<file path="src/rtl/rr_priority_encoder.sv">
// rr_priority_encoder
// Picks one requester from an N-bit request bitmap, in fixed-priority or
// round-robin order, and holds that grant in an output register until the
// consumer acks it. An ack that arrives while requests are still pending
// registers the next grant on the same edge, so back-to-back grants have
// no idle bubble. The round-robin base pointer advances past the acked
// index, and wraps at WIDTH rather than at 2^IDX_W.

module rr_priority_encoder #(
  parameter int WIDTH      = 40,
  parameter int IDX_W      = 6,
  parameter bit RESET_MODE = 1'b0
) (
  input  logic             clk,
  input  logic             rst,
  input  logic             enable,
  input  logic [WIDTH-1:0] req,
  input  logic             mode_wr,
  input  logic             mode_in,
  input  logic             ack,
  output logic             grant_valid,
  output logic [IDX_W-1:0] grant_idx,
  output logic [WIDTH-1:0] grant_onehot,
  output logic [IDX_W-1:0] ptr
);

  // IDLE: no grant held. HOLD: a grant is held until it is acked.
  typedef enum logic {
    IDLE = 1'b0,
    HOLD = 1'b1
  } state_e;

  // Search sums are kept one bit wider than an index, so base + offset
  // cannot overflow before it is wrapped back into 0..WIDTH-1.
  localparam logic [IDX_W:0]   WIDTH_X  = (IDX_W+1)'(WIDTH);
  localparam logic [IDX_W-1:0] LAST_IDX = IDX_W'(WIDTH - 1);

  // Advance an index by one, wrapping from WIDTH-1 to 0.
  function automatic logic [IDX_W-1:0] wrap_inc(input logic [IDX_W-1:0] idx);
    return (idx == LAST_IDX) ? '0 : idx + IDX_W'(1);
  endfunction

  // Return the first set bit of r, searching base, base+1, ..., WIDTH-1,
  // 0, ..., base-1. A base of 0 gives fixed priority (lowest index wins).
  // When r is empty the result is 0. Callers only use it when r is non-empty.
  function automatic logic [IDX_W-1:0] rr_pick(input logic [WIDTH-1:0] r,
                                               input logic [IDX_W-1:0] base);
    logic [IDX_W:0]   cand;
    logic             found;
    logic [IDX_W-1:0] win;
    found = 1'b0;
    win   = '0;
    for (int i = 0; i < WIDTH; i++) begin
      cand = {1'b0, base} + (IDX_W+1)'(i);
      if (cand >= WIDTH_X) begin
        cand = cand - WIDTH_X;
      end
      if (!found && r[cand[IDX_W-1:0]]) begin
        found = 1'b1;
        win   = cand[IDX_W-1:0];
      end
    end
    return win;
  endfunction

  // Registered state.
  state_e           state_q, state_d;
  logic [IDX_W-1:0] grant_idx_q, grant_idx_d;
  logic [WIDTH-1:0] grant_onehot_q, grant_onehot_d;
  logic [IDX_W-1:0] ptr_q, ptr_d;
  logic             mode_q, mode_d;

  // Combinational helpers.
  logic             ack_take;
  logic             eligible;
  logic [IDX_W-1:0] sel_base;
  logic [IDX_W-1:0] sel_win;
  logic [WIDTH-1:0] sel_onehot;

  // Compute the mode, the pointer and the candidate winner for this edge.
  // NOTE: every variable gets a default at the top of always_comb. Without
  // one, a path that skips an assignment would infer a latch.
  always_comb begin
    ack_take = 1'b0;
    mode_d   = mode_q;
    ptr_d    = ptr_q;
    eligible = 1'b0;
    sel_base = '0;

    // An ack only counts while a grant is held. An ack in IDLE changes nothing.
    ack_take = (state_q == HOLD) && ack;

    // A new mode applies to the selection made on this same edge.
    if (mode_wr) begin
      mode_d = mode_in;
    end

    // The pointer advance depends on the mode that was in force when the
    // acked grant was issued, which is the old mode.
    if (ack_take && mode_q) begin
      ptr_d = wrap_inc(grant_idx_q);
    end

    eligible = enable && (|req);

    // A back-to-back selection searches from the already-advanced pointer.
    sel_base = mode_d ? ptr_d : '0;
  end

  assign sel_win    = rr_pick(req, sel_base);
  assign sel_onehot = WIDTH'(1) << sel_win;

  // Next-state logic for the grant register: load, hold, or release it.
  always_comb begin
    state_d        = state_q;
    grant_idx_d    = grant_idx_q;
    grant_onehot_d = grant_onehot_q;

    unique case (state_q)
      IDLE: begin
        if (eligible) begin
          state_d        = HOLD;
          grant_idx_d    = sel_win;
          grant_onehot_d = sel_onehot;
        end
      end
      HOLD: begin
        // Without an ack the grant stays frozen, whatever req and enable do.
        if (ack_take) begin
          if (eligible) begin
            state_d        = HOLD;
            grant_idx_d    = sel_win;
            grant_onehot_d = sel_onehot;
          end else begin
            state_d        = IDLE;
            grant_idx_d    = '0;
            grant_onehot_d = '0;
          end
        end
      end
      default: begin
        state_d        = IDLE;
        grant_idx_d    = '0;
        grant_onehot_d = '0;
      end
    endcase
  end

  // State register with synchronous active-low reset. A reset discards any
  // held grant without an ack.
  // NOTE: sequential state uses non-blocking assignments, so every flop
  // samples values from before the edge and the result does not depend on
  // the order in which the simulator runs the blocks.
  always_ff @(posedge clk) begin
    if (!rst) begin
      state_q        <= IDLE;
      grant_idx_q    <= '0;
      grant_onehot_q <= '0;
      ptr_q          <= '0;
      mode_q         <= RESET_MODE;
    end else begin
      state_q        <= state_d;
      grant_idx_q    <= grant_idx_d;
      grant_onehot_q <= grant_onehot_d;
      ptr_q          <= ptr_d;
      mode_q         <= mode_d;
    end
  end

  assign grant_valid  = (state_q == HOLD);
  assign grant_idx    = grant_idx_q;
  assign grant_onehot = grant_onehot_q;
  assign ptr          = ptr_q;

endmodule

</file>
<file path="config.mk">
export PLATFORM = sky130hd
export DESIGN_NAME = rr_priority_encoder
export DESIGN_NICKNAME = d
export VERILOG_FILES = /design/src/rtl/rr_priority_encoder.sv
export SDC_FILE = /design/constraint.sdc
export NUM_CORES = 1
export LEC_CHECK = 0
export ABC_AREA = 1
export BUFFER_PORTS_ARGS = -buffer_cell sky130_fd_sc_hd__buf_2
export CELL_PAD_IN_SITES_DETAIL_PLACEMENT = 1
export CELL_PAD_IN_SITES_GLOBAL_PLACEMENT = 2
export CORE_ASPECT_RATIO = 1.25
export CORE_MARGIN = 2
export CORE_UTILIZATION = 32
export DETAILED_ROUTE_END_ITERATION = 10
export PLACE_DENSITY_LB_ADDON = 0.1
export SLEW_MARGIN = 10
export SYNTH_ARGS = -nofsm -noshare
export SYNTH_HDL_FRONTEND = slang
export SYNTH_SLANG_ARGS = --single-unit
</file>
<file path="constraint.sdc">
create_clock -name clk -period 7.7 [get_ports clk]
set_input_delay 0.385 -clock clk [delete_from_list [all_inputs] [get_ports clk]]
set_output_delay 0.385 -clock clk [all_outputs]
set_load 0.005 [all_outputs]
</file>
==> qor.csv <==
metric;value;unit
synthCells;2535;
swShare;44.48;%
start_util;32.26;%
ctsLongestPathBuffers;2;
synth.area.top_cells;nand2_1 23%, inv_1 10%, nand3_1 9.1%, dfxtp_1 8.0%, o21ai_0 6.0%;
drtIter0Drc;1157;
cts_tree;done;
slew_violations;0;
num-nets-final;2891;
multi_input_area;0.01126;mm2
place_congestion;1.037;
h-tree-depth;2;
place_inst;3266;
hold_path.class;in2reg;
core_area;0.04183;mm2
syn_area;0.01350;mm2
drt-total-wl;78970;um
ant_nets;0;
fin_tns_setup;0;ns
numClockSinks;54;
period_needed;7.367;ns
leakagePower;8.700;nW
synth_ff_type;dfxtp_1;
synth_top_area_cell;nand2_1;
worstMarginPinSlew;1.153;ns
cts_root_buffer;clkbuf_16;
antenna_found_initial;2;
dpl.hpwl;65420;um
clkLatencyLatePin;0.30;ns
stdcell_count;3343;
synth.net_count;2643;
drive_gt1_share;20.87;%
num-fill-cells;5896;
max_stage_delay;0.36;ns
seqPwrFrac;27.2;%
power.total;0.001056;W
fin_skew;0.01116;ns
powerDensity;62.49;mW/mm2
cts.clk_slew.worst_paths;0.07;ns
post-route-period-util;95.68;%
final_cell_mix;787 x nand2_1, 349 x inv_1, 226 x nand3_1;
drv_cap;0;
yosysTopAreaCellShare;22.92;%
crit_type;reg2reg;
power.switching;0.0004697;W
grt_usage;34.31;%
async_flop_share;0;%
p_clk_share;24.7;%
grt_pass1_wl;112700;um
post_drt_wl_per_cell;23.62;um
intPower;0.0005863;W
vias_per_cell;5.433;
comb_power_share;48.1;%
final_common_cell;nand2_1;
route.detailed.drc;0;
yosys_warnings;0;
utilization;40.40;%
grt_max_degree;83;
die_h;233.6;um
port_buffers;98;
diodes;0;
crit_path_end_kind;flip-flop;
setup_viol;0;
ios;99;
cts_buffers;5;
finalHoldViolCount;0;
status;finished, final reports clean;
ys_seq_area_share;8.010;%
cts_hold_buf;0;
path_max_fanout;6;
crit_slowest_cell;dfxtp_4;
max_freq;135.7;MHz
rows;84;
synth_area_per_cell;5.324;um2
vias;18160;
path_common_cell;nor2_4;
crit_required;7.93;ns
relSlewSlack;22.35;%
dieArea;0.04384;mm2
die_x;187.7;um
ys_seq_elements;54;
cp.arrival;7.59;ns
first_global_vias;17830;
ir_drop;0.1601;mV
overflow;0;
synth_edf_count;0;
area_growth;25.23;%
first_pass_iters;7;
crit_path_start_kind;flip-flop;
synth_cell_types;70;
final-seq-area;0.001085;mm2
## layout make-up
type / instances / area share [%]
clock buffers: 6 / 0.7626
repair inverters: 1 / 0.02961
flip-flops and latches: 54 / 6.419
multi-input cells: 2024 / 66.64
clock inverters: 2 / 0.2221
inverters: 394 / 8.906
repair buffers: 303 / 12.88
well taps: 559 / 4.139
## critical path: cells and delay by family (launching register included)
family	cells	cell delay (ns)
xor+xnor	1	0.20
simple gates	33	4.36
compound gates	4	0.66
flops	1	0.36
buf+inv	7	1.13
fa+ha+maj	3	0.54
## flip-flops by register name, summed over array words and instances, names as in the netlist
register      count
mode_q            1
ptr               6
grant_valid       1
grant_idx         6
grant_onehot     40
## synth_stat cells, drive strengths merged, types with 2 or more instances
library cell,number
a211oi,5
a31oi,10
dlygate4sd1,4
a21boi,4
o21a,24
nor4,9
mux2i,6
o211ai,25
nor2,208
or2,21
ha,61
xnor2,15
xor2,54
o21ai,228
clkinv,9
dfxtp,54
inv,385
buf,40
a31o,3
o21bai,4
nand3b,4
nand4,74
o32ai,3
nand2,853
o31ai,8
a21oi,104
clkbuf,20
o221ai,2
nor3,30
a22oi,2
nand3,253
a21o,4
## repair_timing
item                                    in CTS  in global routing
cloned                                       0                  3
buffers inserted                             5                 61
endpoints found under the setup margin      43                 46
resized for setup                           15                185
pin swaps                                    2                 59
## power groups by stage
| stage | clock (W) | combinational, W | sequential [W] |
|---|---|---|---|
| after detailed placement | 0 | 0.000461 | 0.000294 |
| after CTS | 0.000268 | 0.000467 | 0.000287 |
| after global placement | 0 | 0.000456 | 0.000294 |
| after global routing | 0.000273 | 0.000547 | 0.000288 |
| after floorplan | 0 | 0.000267 | 0.000293 |
| final | 0.000261 | 0.000508 | 0.000287 |
## per-layer routing
metal	GRT usage [%]	share of wire (%)
met5	0	0.013
met2	59.42	47
met3	3.561	4.5
met1	40.47	41
met4	22.02	7.7
## final timing paths
path,start,end,slack [ns],cells after the start
min,rst,grant_idx[4]$_SDFFE_PN0P_,0.31,2
min reg2reg,grant_onehot[17]$_SDFFE_PN0P_,grant_onehot[17]$_SDFFE_PN0P_,0.46,2
max,grant_idx[1]$_SDFFE_PN0P_,grant_onehot[35]$_SDFFE_PN0P_,0.33,48
max reg2reg,grant_idx[1]$_SDFFE_PN0P_,grant_onehot[35]$_SDFFE_PN0P_,0.33,48
## kinds of logic after synthesis
kind of cell	Yosys count	share of synthesized area, %
and+or+nand+nor	1455	47.90
muxes	7	0.5285
DFF	54	8.010
adders and majority gates	62	5.804
xor gates and xnor gates	69	5.201
buffers and inverters	458	13.94
AOI/OAI and AO/OA	430	18.61
## metrics by stage
| step | instance area (um2) | setup slack (ns) | hold WS (ns) |
|---|---|---|---|
| finish | 16900 | 0.3328 | 0.3136 |
| global placement | 15360 | -0.2365 | 0.4491 |
| CTS | 15610 | 0.01463 | 0.3082 |
| floorplan | 13500 | 0.5907 | 0.4614 |
| global route | 16900 | -0.1030 | 0.3388 |
| detailed placement | 15360 | -0.3161 | 0.4576 |
No activity file was read; power rests on OpenSTA's default activity.
